## src/rtl/cmd_sequencer.sv

```systemverilog
// SD host CMD-line sequencer: builds the 48-bit command frame with a serial CRC7,
// drives the CMD PHY handshake, checks the response and handles timeout/abort/retry.
module cmd_sequencer #(
    parameter int TIMEOUT_CYCLES = 512,
    parameter int MAX_RETRIES    = 2,
    parameter int RETRY_W        = 2
) (
    input  logic         sd_clock,
    input  logic         reset,
    input  logic         new_command,
    input  logic [5:0]   cmd_index,
    input  logic [31:0]  cmd_arg,
    input  logic [1:0]   resp_type,
    input  logic         abort_req,
    input  logic         phy_strobe_in,
    input  logic         phy_ack_in,
    input  logic         phy_timeout_in,
    input  logic [135:0] phy_response,
    output logic         phy_strobe_out,
    output logic         phy_ack_out,
    output logic         phy_idle_out,
    output logic         phy_no_response,
    output logic [47:0]  cmd_frame,
    output logic [127:0] response,
    output logic         busy,
    output logic         cmd_done,
    output logic         timeout_error,
    output logic         crc_error,
    output logic         index_error,
    output logic         end_bit_error
);
    localparam int WD_W = $clog2(TIMEOUT_CYCLES + 1);

    typedef enum logic [3:0] {
        IDLE, CRC_GEN, ISSUE, WAIT_RESP, CRC_CHK, ACK, ACK_WAIT, ABORT, DONE
    } state_t;

    state_t             state_q, state_d;
    logic [5:0]         index_q, index_d;
    logic [31:0]        arg_q, arg_d;
    logic [1:0]         type_q, type_d;
    logic [127:0]       resp_q, resp_d;
    logic [47:0]        frame_q, frame_d;
    logic [127:0]       response_q, response_d;
    logic [6:0]         crc_q, crc_d;
    logic [5:0]         bit_cnt_q, bit_cnt_d;
    logic               phase_q, phase_d;
    logic [WD_W-1:0]    wd_q, wd_d;
    logic [RETRY_W-1:0] retry_q, retry_d;
    logic               sw_abort_q, sw_abort_d;
    logic               tmo_err_q, tmo_err_d;
    logic               crc_err_q, crc_err_d;
    logic               idx_err_q, idx_err_d;
    logic               end_err_q, end_err_d;

    logic [39:0] gen_bits;
    logic [39:0] crc_src;
    logic        crc_in_bit;
    logic        crc_fb;
    logic [6:0]  crc_step;
    logic        can_retry;
    logic        sw_abort;
    logic        unused_resp_hi;

    // The R2 start/reserved byte carries nothing the host reports.
    assign unused_resp_hi = ^phy_response[135:128];

    assign gen_bits   = {2'b01, index_q, arg_q};
    assign crc_src    = (state_q == CRC_GEN) ? gen_bits : resp_q[47:8];
    assign crc_in_bit = crc_src[6'd39 - bit_cnt_q];
    assign crc_fb     = crc_in_bit ^ crc_q[6];
    assign crc_step   = {crc_q[5:0], 1'b0} ^ {3'b000, crc_fb, 2'b00, crc_fb};
    assign can_retry  = retry_q < RETRY_W'(MAX_RETRIES);
    assign sw_abort   = sw_abort_q | abort_req;

    always_comb begin
        state_d    = state_q;
        index_d    = index_q;
        arg_d      = arg_q;
        type_d     = type_q;
        resp_d     = resp_q;
        frame_d    = frame_q;
        response_d = response_q;
        crc_d      = crc_q;
        bit_cnt_d  = bit_cnt_q;
        phase_d    = 1'b0;
        wd_d       = wd_q;
        retry_d    = retry_q;
        sw_abort_d = sw_abort_q;
        tmo_err_d  = tmo_err_q;
        crc_err_d  = crc_err_q;
        idx_err_d  = idx_err_q;
        end_err_d  = end_err_q;

        case (state_q)
            IDLE: begin
                if (new_command) begin
                    index_d    = cmd_index;
                    arg_d      = cmd_arg;
                    type_d     = resp_type;
                    tmo_err_d  = 1'b0;
                    crc_err_d  = 1'b0;
                    idx_err_d  = 1'b0;
                    end_err_d  = 1'b0;
                    retry_d    = '0;
                    sw_abort_d = 1'b0;
                    crc_d      = '0;
                    bit_cnt_d  = '0;
                    state_d    = CRC_GEN;
                end
            end
            CRC_GEN: begin
                crc_d     = crc_step;
                bit_cnt_d = bit_cnt_q + 6'd1;
                if (bit_cnt_q == 6'd39) begin
                    frame_d = {gen_bits, crc_step, 1'b1};
                    state_d = ISSUE;
                end
            end
            ISSUE: begin
                if (!phase_q) begin
                    phase_d = 1'b1;
                end else begin
                    wd_d    = '0;
                    state_d = WAIT_RESP;
                end
            end
            WAIT_RESP: begin
                wd_d = wd_q + 1'b1;
                // A response arriving on the expiry cycle takes priority.
                if (phy_strobe_in) begin
                    resp_d = phy_response[127:0];
                    case (type_q)
                        2'b00: state_d = DONE;
                        2'b01: begin
                            crc_d     = '0;
                            bit_cnt_d = '0;
                            state_d   = CRC_CHK;
                        end
                        default: state_d = ACK;
                    endcase
                end else if (phy_timeout_in || wd_q == WD_W'(TIMEOUT_CYCLES - 1)) begin
                    sw_abort_d = 1'b0;
                    state_d    = ABORT;
                end
            end
            CRC_CHK: begin
                crc_d     = crc_step;
                bit_cnt_d = bit_cnt_q + 6'd1;
                if (bit_cnt_q == 6'd39) begin
                    crc_err_d = (crc_step != resp_q[7:1]);
                    idx_err_d = (resp_q[45:40] != index_q);
                    end_err_d = ~resp_q[0];
                    state_d   = ACK;
                end
            end
            ACK: begin
                if (phy_ack_in) state_d = ACK_WAIT;
            end
            ACK_WAIT: begin
                if (crc_err_q && !idx_err_q && !end_err_q && can_retry) begin
                    retry_d   = retry_q + RETRY_W'(1);
                    crc_err_d = 1'b0;
                    state_d   = ISSUE;
                end else begin
                    state_d = DONE;
                end
            end
            ABORT: begin
                sw_abort_d = sw_abort;
                if (!phase_q) begin
                    phase_d = 1'b1;
                end else if (!sw_abort && can_retry) begin
                    retry_d = retry_q + RETRY_W'(1);
                    state_d = ISSUE;
                end else begin
                    tmo_err_d = tmo_err_q | ~sw_abort;
                    state_d   = DONE;
                end
            end
            DONE: state_d = IDLE;
            default: state_d = IDLE;
        endcase

        if (abort_req && (state_q inside {CRC_GEN, ISSUE, WAIT_RESP, CRC_CHK, ACK, ACK_WAIT})) begin
            sw_abort_d = 1'b1;
            phase_d    = 1'b0;
            state_d    = ABORT;
        end

        if (state_d == DONE && state_q != DONE) begin
            if (state_q == ABORT || type_q == 2'b00) response_d = '0;
            else if (type_q == 2'b10)                response_d = resp_q;
            else                                     response_d = {88'b0, resp_q[39:8]};
        end
    end

    always_ff @(posedge sd_clock) begin
        if (reset) begin
            state_q    <= IDLE;
            index_q    <= '0;
            arg_q      <= '0;
            type_q     <= '0;
            resp_q     <= '0;
            frame_q    <= '0;
            response_q <= '0;
            crc_q      <= '0;
            bit_cnt_q  <= '0;
            phase_q    <= 1'b0;
            wd_q       <= '0;
            retry_q    <= '0;
            sw_abort_q <= 1'b0;
            tmo_err_q  <= 1'b0;
            crc_err_q  <= 1'b0;
            idx_err_q  <= 1'b0;
            end_err_q  <= 1'b0;
        end else begin
            state_q    <= state_d;
            index_q    <= index_d;
            arg_q      <= arg_d;
            type_q     <= type_d;
            resp_q     <= resp_d;
            frame_q    <= frame_d;
            response_q <= response_d;
            crc_q      <= crc_d;
            bit_cnt_q  <= bit_cnt_d;
            phase_q    <= phase_d;
            wd_q       <= wd_d;
            retry_q    <= retry_d;
            sw_abort_q <= sw_abort_d;
            tmo_err_q  <= tmo_err_d;
            crc_err_q  <= crc_err_d;
            idx_err_q  <= idx_err_d;
            end_err_q  <= end_err_d;
        end
    end

    assign phy_strobe_out  = (state_q == ISSUE);
    assign phy_ack_out     = (state_q == ACK);
    assign phy_idle_out    = (state_q == ABORT);
    assign phy_no_response = (type_q == 2'b00) &&
                             (state_q inside {ISSUE, WAIT_RESP, CRC_CHK, ACK, ACK_WAIT, ABORT});
    assign busy            = (state_q != IDLE) && (state_q != DONE);
    assign cmd_done        = (state_q == DONE);
    assign cmd_frame       = frame_q;
    assign response        = response_q;
    assign timeout_error   = tmo_err_q;
    assign crc_error       = crc_err_q;
    assign index_error     = idx_err_q;
    assign end_bit_error   = end_err_q;
endmodule
```

## config.mk

```make
export PLATFORM = sky130hd
export DESIGN_NAME = cmd_sequencer
export DESIGN_NICKNAME = d
export VERILOG_FILES = /design/src/rtl/cmd_sequencer.sv
export SDC_FILE = /design/constraint.sdc
export NUM_CORES = 1
export LEC_CHECK = 0
export ABC_AREA = 1
export ABC_CLOCK_PERIOD_IN_PS = 3840
export CORE_AREA = 2 2 172 174
export DETAILED_ROUTE_END_ITERATION = 8
export DIE_AREA = 0 0 174 176
export MAX_ROUTING_LAYER = met4
export PLACE_DENSITY = 0.85
export REMOVE_ABC_BUFFERS = 1
export SYNTH_ARGS = -nofsm -noshare
export SYNTH_HDL_FRONTEND = slang
export SYNTH_SLANG_ARGS = --single-unit
```

## constraint.sdc

```tcl
create_clock -name sd_clock -period 3.84 [get_ports sd_clock]
set_input_delay 0.384 -clock sd_clock [delete_from_list [all_inputs] [get_ports sd_clock]]
set_output_delay 0.384 -clock sd_clock [all_outputs]
set_load 0.05 [all_outputs]
```

### Word level (Yosys, flattened, before mapping)

Index checks and enable logic that the tools add are counted.
W data, S select, Z words.

| word-level totals | value |
|---|---|
| register bits | 378 |
| input bits | 183 |
| output and inout bits | 186 |
| word-level logic and storage cells | 145 |

| cells by class | value |
|---|---|
| $add $sub $neg | 4 |
| order comparisons | 2 |
| eq/ne operators | 28 |
| muxes and demuxes | 49 |
| bitwise logic cells | 7 |
| reduce and logical (&&, ||, !) cells | 38 |

Operator list:

| cell | number |
|---|---|
| $mux W128 | 2 |
| $mux W4 | 11 |
| $mux W40 | 1 |
| $pmux W4 S8 | 1 |
| $mux W7 | 3 |
| $pmux W7 S3 | 1 |
| $pmux W10 S2 | 1 |
| $mux W6 | 3 |
| $pmux W6 S3 | 1 |
| $eq A4 B3 Y1 const B | 4 |
| $reduce_and A4 Y1 | 4 |
| $mux W1 | 12 |
| $reduce_bool A6 Y1 | 2 |
| $add A10 B1 Y10 const B | 1 |
| $eq A10 B9 Y1 const B | 1 |
| $mux W10 | 1 |
| $ne A2 B2 Y1 const B | 5 |
| $ne A3 B3 Y1 const B | 3 |
| $reduce_bool A3 Y1 | 3 |
| $eq A4 B2 Y1 const B | 2 |
| $eq A4 B4 Y1 const B | 2 |
| $logic_and A1 B1 Y1 | 8 |
| $mux W2 | 4 |
| $ne A2 B1 Y1 const B | 4 |
| other kinds (32) | 48 |

### Logic depth before layout (Yosys ltp)

Gate-level depths: netlist (run 1).

| depth | value |
|---|---|
| depth in word-level cells | 9 |
| depth in mapped cells | 21 |
| gate-level depth less buffers | 20 |

### Worst setup path after synthesis (run 1)

OpenSTA, ideal clock, no wires.

| timing path | value |
|---|---|
| kind | flip-flop to output port |
| from | register state_q[3] |
| to | output phy_no_response |
| arrival | 2.028 ns |
| data required time | 3.456 ns |
| path slack | 1.428 ns |
| stages on the path, launching flop included | 5 |
| path buffers | 1 |
| cell sequence | dfxtp_1 -> nor2_2 -> buf_2 -> nand2_1 -> a21boi_0 |

| on the way | value |
|---|---|
| longest elaborated chain between the ends | 3 |
| elaborated cells between the ends (all ways) | 8 |
| those cells by class | eq/ne (6); reduce/logical (2) |

Ends and longest elaborated chain:

| element | line | RTL |
|---|---|---|
| from (decl) | 38 | `state_t state_q, state_d;` |
| from (signal assigned) | 218 | `state_q <= state_d;` |
| $eq A4 B2 Y1 / $eq A4 B3 Y1 (equally long branches) | 242 | `(state_q inside {ISSUE, WAIT_RESP, CRC_CHK, ACK, ACK_WAIT, ABORT});` |
| $reduce_bool A6 Y1 (*) | 242 |  |
| $logic_and A1 B1 Y1 (*) | 241 | `assign phy_no_response = (type_q == 2'b00) &&` |
| to (decl) | 22 | `output logic phy_no_response,` |

Every way passes the cells marked *; elsewhere a longest branch is shown, timed or not.

### Worst setup path after layout (run 1)

| timing path | value |
|---|---|
| from | register state_q[2] |
| to | register response_q[64], in the netlist response[64] |

| on the way | value |
|---|---|
| longest elaborated chain between the ends | 6 |
| elaborated cells between the ends (all ways) | 25 |
| those cells by class | eq/ne (9); mux (11); reduce/logical (5) |

Ends and longest elaborated chain:

| element | line | RTL |
|---|---|---|
| $mux W4 (tied with other cells) | 142 | `end else if (phy_timeout_in \|\| wd_q == WD_W'(TIMEOUT_CYCLES - 1)) begin` |
| $mux W4 / $reduce_bool A6 Y1 (equally long branches) | 131, 185 |  |
| $pmux W4 S8 / $logic_and A1 B1 Y1 (equally long branches) | 95, 185 |  |
| $mux W4 | 185 | `if (abort_req && (state_q inside {CRC_GEN, ISSUE, WAIT_RESP, CRC_CHK, ACK, ACK_WAIT})) begin` |
| $eq A4 B4 Y1 | 191 | `if (state_d == DONE && state_q != DONE) begin` |
| $logic_and A1 B1 Y1 | 191 |  |
| to (signal assigned) | 224 | `response_q <= response_d;` |
| to (decl) | 44 | `logic [127:0] response_q, response_d;` |

Several ways; a longest one is shown, not always the timed one.
A chain may end at the register's enable or synchronous reset.

==> run metrics, run 1 <==
result of the run finished clean; f_max 0.306 GHz; CP arrival 3720 ps; clock sink count 377; half-perimeter wire length after detailed placement 33300 um; critical path class flip-flop to flip-flop; Post-Place Cells 2637; vertical extent of the die 176 um; number of maximum-capacitance violations 0; filler-free cell count of the finished design 2708; CP bufs+invs 6; Cell Chain, Critical Path inv_2 -> nor2_1 -> inv_1 -> nor2_4 -> clkinv_2 -> nor2_1 -> inv_1 -> o211ai_2 -> nand2_2 -> inv_6 -> buf_4 -> o21ai_0 -> a21oi_1; setup skew after layout 15.6 ps; final hold viol count 0; count of final setup violators 0; gr usage total 32.9%; total clock buffers created by CTS 39; Switching Fraction 36.8%; RSZ-0062 raised after global routing no; CP max-delay cell inv_6; clock tree root driver cell clkbuf_16; antenna violations before repair 5; number of max-slew violations in the final report 0; nature of the critical path startpoint flip-flop; port buffer count 359; Clock transition at path regs 60 ps; max incr delay on CP 520 ps; PostCTS Resize Cnt 0; top-count cell post-synth dfxtp_1; internal power 7.83 mW; Combinational Power Share 31.3%; commonest cells in the netlist dfxtp_1, nand2_1, a21oi_1; drt first-iter violations 1531; Clock Latency Late Sink 530 ps; width of the die 174 um; first-pass iteration count of the detailed router 6; category of the worst setup path capture point flip-flop; Leak Pwr 7.01 nW; Post-Synthesis Cell Area 15400 sq um; buffers inserted by post-CTS timing repair 0; highest fanout seen on the critical path 95; FP Rows 62; remaining number of nets flagged by the antenna check after routing 0; fraction of final layout cells sized beyond drive strength 1 4.96%; synthesized area per cell 7.54 sq um; Die ar. 30600 sq um; slew at the pin with the worst max-slew slack 1090 ps; Initial Util 53.9%; detail-routed via count per cell 5.86; ys flop type dfxtp_1; detailed-route wire length 51200 um; CP required 4290 ps; largest vdd supply drop 0.437 mV; gate family responsible for the most delay along the worst path buffers and inverters; vias after detailed routing 15860; total of hold buffers inserted after clock tree synthesis 0; Netlist cell types 45; Seq/Total Area, Yosys 49.0%; filler cell count 2247; TritonCTS clock tree done; final worst-path cycle share 85.1%; cells taking the most area after synthesis dfxtp_1, a21oi_1, nand3_1; area delta synth->final 32.1%; sequential cell fraction of total power 37.4%; global-route wire length before repair 79900 um; worst min-delay path class primary input to flip-flop; Power per Cell Area 609 nW/um^2; fraction of synthesized cell area taken by the top area cell type 49.0%; Top-Level Pins 369; number of flops mapped to enable cells by yosys 0; global placement routability congestion 0.927; depth of the CTS H-tree 2; Longest Clk Path Bufs 3; vias in the first global route 15239; async set or reset register ratio after synthesis 0%; flip-flop and latch count after synthesis 377; placeable core region 28500 sq um; leftover overflow at the end of global routing 0; pin count of the biggest net entering global routing 96; Syn. warnings 0; total negative slack for setup checks 0 ps; clock period minus worst slack 3270 ps; synthesized netlist cell count 2040; part of the power in the clock network 31.3%; per-cell routed wire length 18.9 um; residual DRC count 0; cell accounting for the most synthesized area dfxtp_1; nets 2481; Net Switching 4.56 mW; max-slew headroom at the worst pin 27.3%
==> power groups by stage <==
stage	logic, mW	clock network [mW]	registers (mW)
5_1_grt	4.16	4.05	4.68
3_3_place_gp	3.77	0	4.70
6_report	3.88	3.88	4.64
4_1_cts	3.85	3.90	4.63
3_5_place_dp	3.82	0	4.70
2_1_floorplan	1.68	0	5.36
==> cell families (layout without fill, tap and decap cells) <==
group,after synthesis,count (layout),synth area share [%]
AND/OR/NAND/NOR,766,766,21.6
adder cells (fa/ha/maj),4,4,0.325
flip-flops,377,377,49.0
AO/OA/AOI/OAI,607,607,21.3
other,1,6,0.0244
XOR/XNOR,4,4,0.228
buffers and inverters,281,560,7.41
==> layout by cell type, fill, tap and decap left out, types with 27 or more instances in the layout <==
cell type	count
a211oi_1	35
a21oi_1	332
buf_4	28
clkbuf_16	39
clkdlybuf4s50_1	357
dfxtp_1	377
inv_1	95
nand2_1	336
nand3_1	316
nor2_1	87
o211ai_1	27
o21ai_0	179
==> final timing paths <==
kind	cells past startpoint	startpoint	to	slack, ps
worst min-delay path	3	phy_strobe_in	resp_q[3]	270
worst max register to register	13	state_q[2]	response[64]	570
worst max-delay path	13	state_q[2]	response[64]	570
worst min register to register	2	cmd_frame[19]	cmd_frame[19]	460
==> worst register-to-register path, cell delays in order (launching register included) <==
cell      delay [ps]
dfxtp_1          400
inv_2             60
nor2_1           120
inv_1            140
nor2_4           190
clkinv_2         280
nor2_1           200
inv_1             90
o211ai_2         150
nand2_2          200
inv_6            520
buf_4            520
o21ai_0          160
a21oi_1          180
==> area by class of cell <==
| class | instances | area [sq um] | area share [%] |
|---|---|---|---|
| diodes | 5 | 12.5 | 0.0615 |
| clock buffers | 56 | 1140 | 5.60 |
| clock inverters | 10 | 160 | 0.787 |
| inverters | 105 | 403 | 1.98 |
| multi-input cells | 1382 | 6740 | 33.1 |
| flip-flops and latches | 377 | 7550 | 37.1 |
| well taps | 384 | 480 | 2.36 |
| repair buffers | 389 | 3850 | 19.0 |
==> routing by layer <==
| metal | global-route usage (%) | up-vias | routed length (um) |
|---|---|---|---|
| li1 | - | 7477 | - |
| met5 | - | - | 0 |
| met1 | 39.3 | 7388 | 19700 |
| met3 | 8.63 | 156 | 5390 |
| met4 | 16.7 | 0 | 2710 |
| met2 | 51.5 | 839 | 23400 |
==> stage by stage <==
stage | setup slack (ps) | power [mW] | area [sq um] | hold WS [ps] | util (%)
final | 573 | 12.4 | 20300 | 272 | 71.2
after detailed placement | 685 | 8.53 | 19000 | 453 | 66.6
after global placement | 799 | 8.47 | 19000 | 448 | 66.6
after CTS | 650 | 12.4 | 20300 | 258 | 71.2
after floorplan | -5000 | 7.04 | 14600 | 427 | -
after global routing | 346 | 12.9 | 20300 | 286 | 71.2
==> sequential cells by signal, indices dropped and copies added, names as in the netlist, 4 cells and up <==
name / flops
state_q: 4
index_q: 6
bit_cnt_q: 6
response: 128
resp_q: 128
arg_q: 32
crc_q: 7
wd_q: 10
cmd_frame: 46
Power figures use the tool's default switching activity.
==> inputs of run 2 (changes only) <==
Settings changed: CTS_BUF_LIST from default to sky130_fd_sc_hd__clkbuf_16.
==> run metrics, run 2 (synthesized netlist as in run 1, its figures left out) <==
internal power 7.61 mW; result of the run finished clean; worst min-delay path class primary input to flip-flop; buffers inserted by post-CTS timing repair 0; setup ws final 564 ps; global placement routability congestion 0.927; Clock Latency Late Sink 520 ps; antenna violations before repair 5; drt first-iter violations 1590; gr usage total 32.8%; largest vdd supply drop 0.411 mV; number of maximum-capacitance violations 0; most frequent standard cell in the layout excluding fill and tap cells dfxtp_1; Hold WS 270 ps; pin count of the biggest net entering global routing 96; Net Switching 4.54 mW; footprint of the flip-flops and latches 7550 sq um; Combinational Power Share 31.9%; post-layout total power 12.2 mW; Top-Level Pins 369; CP arrival 3720 ps; Longest Clk Path Bufs 3; setup skew after layout 11.2 ps; CP required 4280 ps; vias in the first global route 15166; nature of the critical path startpoint flip-flop; commonest non-fill, non-tap cells in the layout dfxtp_1, clkdlybuf4s50_1, nand2_1, a21oi_1, nand3_1; first-pass iteration count of the detailed router 6; final worst-path cycle share 85.3%; clock period minus worst slack 3280 ps; placeable core region 28500 sq um; area occupied by multi-input gates 6740 sq um; max-slew headroom at the worst pin 26.6%; residual DRC count 0; clock sink count 377; detail-routed via count per cell 5.89; Switching Fraction 37.4%; width of the die 174 um; Post-Place Cells 2637; slew at the pin with the worst max-slew slack 1100 ps; sequential cell fraction of total power 38.2%; per-cell routed wire length 18.8 um; detailed-route wire length 50900 um; RSZ-0062 raised after global routing no; count of final setup violators 0; PostCTS Resize Cnt 0; vias after detailed routing 15941; f_max 0.305 GHz; Finished Core Util 70.9%; filler-free cell count of the finished design 2708; Clock transition at path regs 60 ps; category of the worst setup path capture point flip-flop; TritonCTS clock tree done; depth of the CTS H-tree 2; vertical extent of the die 176 um; highest fanout seen on the critical path 95; half-perimeter wire length after detailed placement 33300 um; part of the power in the clock network 29.9%; final hold viol count 0; Power per Cell Area 601 nW/um^2; remaining number of nets flagged by the antenna check after routing 0; total clock buffers created by CTS 39; number of max-slew violations in the final report 0; post-placement setup slack 685 ps; FP Rows 62; Initial Util 53.9%; Die ar. 30600 sq um; total of hold buffers inserted after clock tree synthesis 0; critical path class flip-flop to flip-flop; Leak Pwr 6.98 nW; clock tree root driver cell clkbuf_16; port buffer count 359; fraction of final layout cells sized beyond drive strength 1 4.53%; filler cell count 2269; global-route wire length before repair 79800 um; nets 2481; leftover overflow at the end of global routing 0; area delta synth->final 31.5%
run 2: cell count changes in the layout (fill, tap and decap cells not counted), sizes merged:
cell / delta
clkbuf: -17
clkinv: +10
inv: +7
run 2: area by class of cell:
| cell class | instances | share of cell area, % |
|---|---|---|
| Clock buffer | 39 | 4.82 |
| Timing Repair Buffer | 389 | 19.0 |
| Tap cell | 384 | 2.37 |
| Antenna cell | 5 | 0.0618 |
| Clock inverter | 27 | 1.11 |
| Sequential cell | 377 | 37.3 |
| Inverter | 105 | 1.99 |
| Multi-Input combinational cell | 1382 | 33.3 |
run 2: power by group through the flow:
stage / clock [mW] / combinational, mW / sequential (mW)
after global placement: 0 / 3.77 / 4.70
after global routing: 3.82 / 4.16 / 4.68
final: 3.64 / 3.88 / 4.64
after floorplan: 0 / 1.68 / 5.36
after CTS: 3.67 / 3.84 / 4.63
after detailed placement: 0 / 3.82 / 4.70
run 2: path summary, 6_finish.rpt:
| kind | start | to | slack [ps] | cells past startpoint |
|---|---|---|---|---|
| worst max-delay path | state_q[2] | response[64] | 560 | 13 |
| worst min-delay path | phy_strobe_in | resp_q[3] | 270 | 3 |
| worst max register to register | state_q[2] | response[64] | 560 | 13 |
| worst min register to register | cmd_frame[17] | cmd_frame[17] | 460 | 2 |
run 2: metrics by stage:
| stage | TNS [ps] | cell area, sq um |
|---|---|---|
| final | 0 | 20200 |
| after global routing | 0 | 20200 |
| after CTS | 0 | 20200 |
| after detailed placement | 0 | 19000 |
| after global placement | 0 | 19000 |
| after floorplan | -1073350 | 14600 |
run 2: routing by layer:
metal | vias to the layer above | global-route usage (%) | share of wire, %
met4 | 0 | 16.1 | 5.1
met3 | 151 | 8.83 | 11
met5 | - | - | 0
li1 | 7477 | - | -
met1 | 7433 | 39.3 | 38
met2 | 880 | 51.4 | 46
run 2: worst max-delay path, stage by stage, from the launching register on:
cell      delay (ps)
dfxtp_1          390
inv_2             60
nor2_1           120
inv_1            140
nor2_4           190
clkinv_2         280
nor2_1           200
inv_1             90
o211ai_2         150
nand2_2          200
inv_6            570
buf_4            410
o21ai_0          150
a21oi_1          180
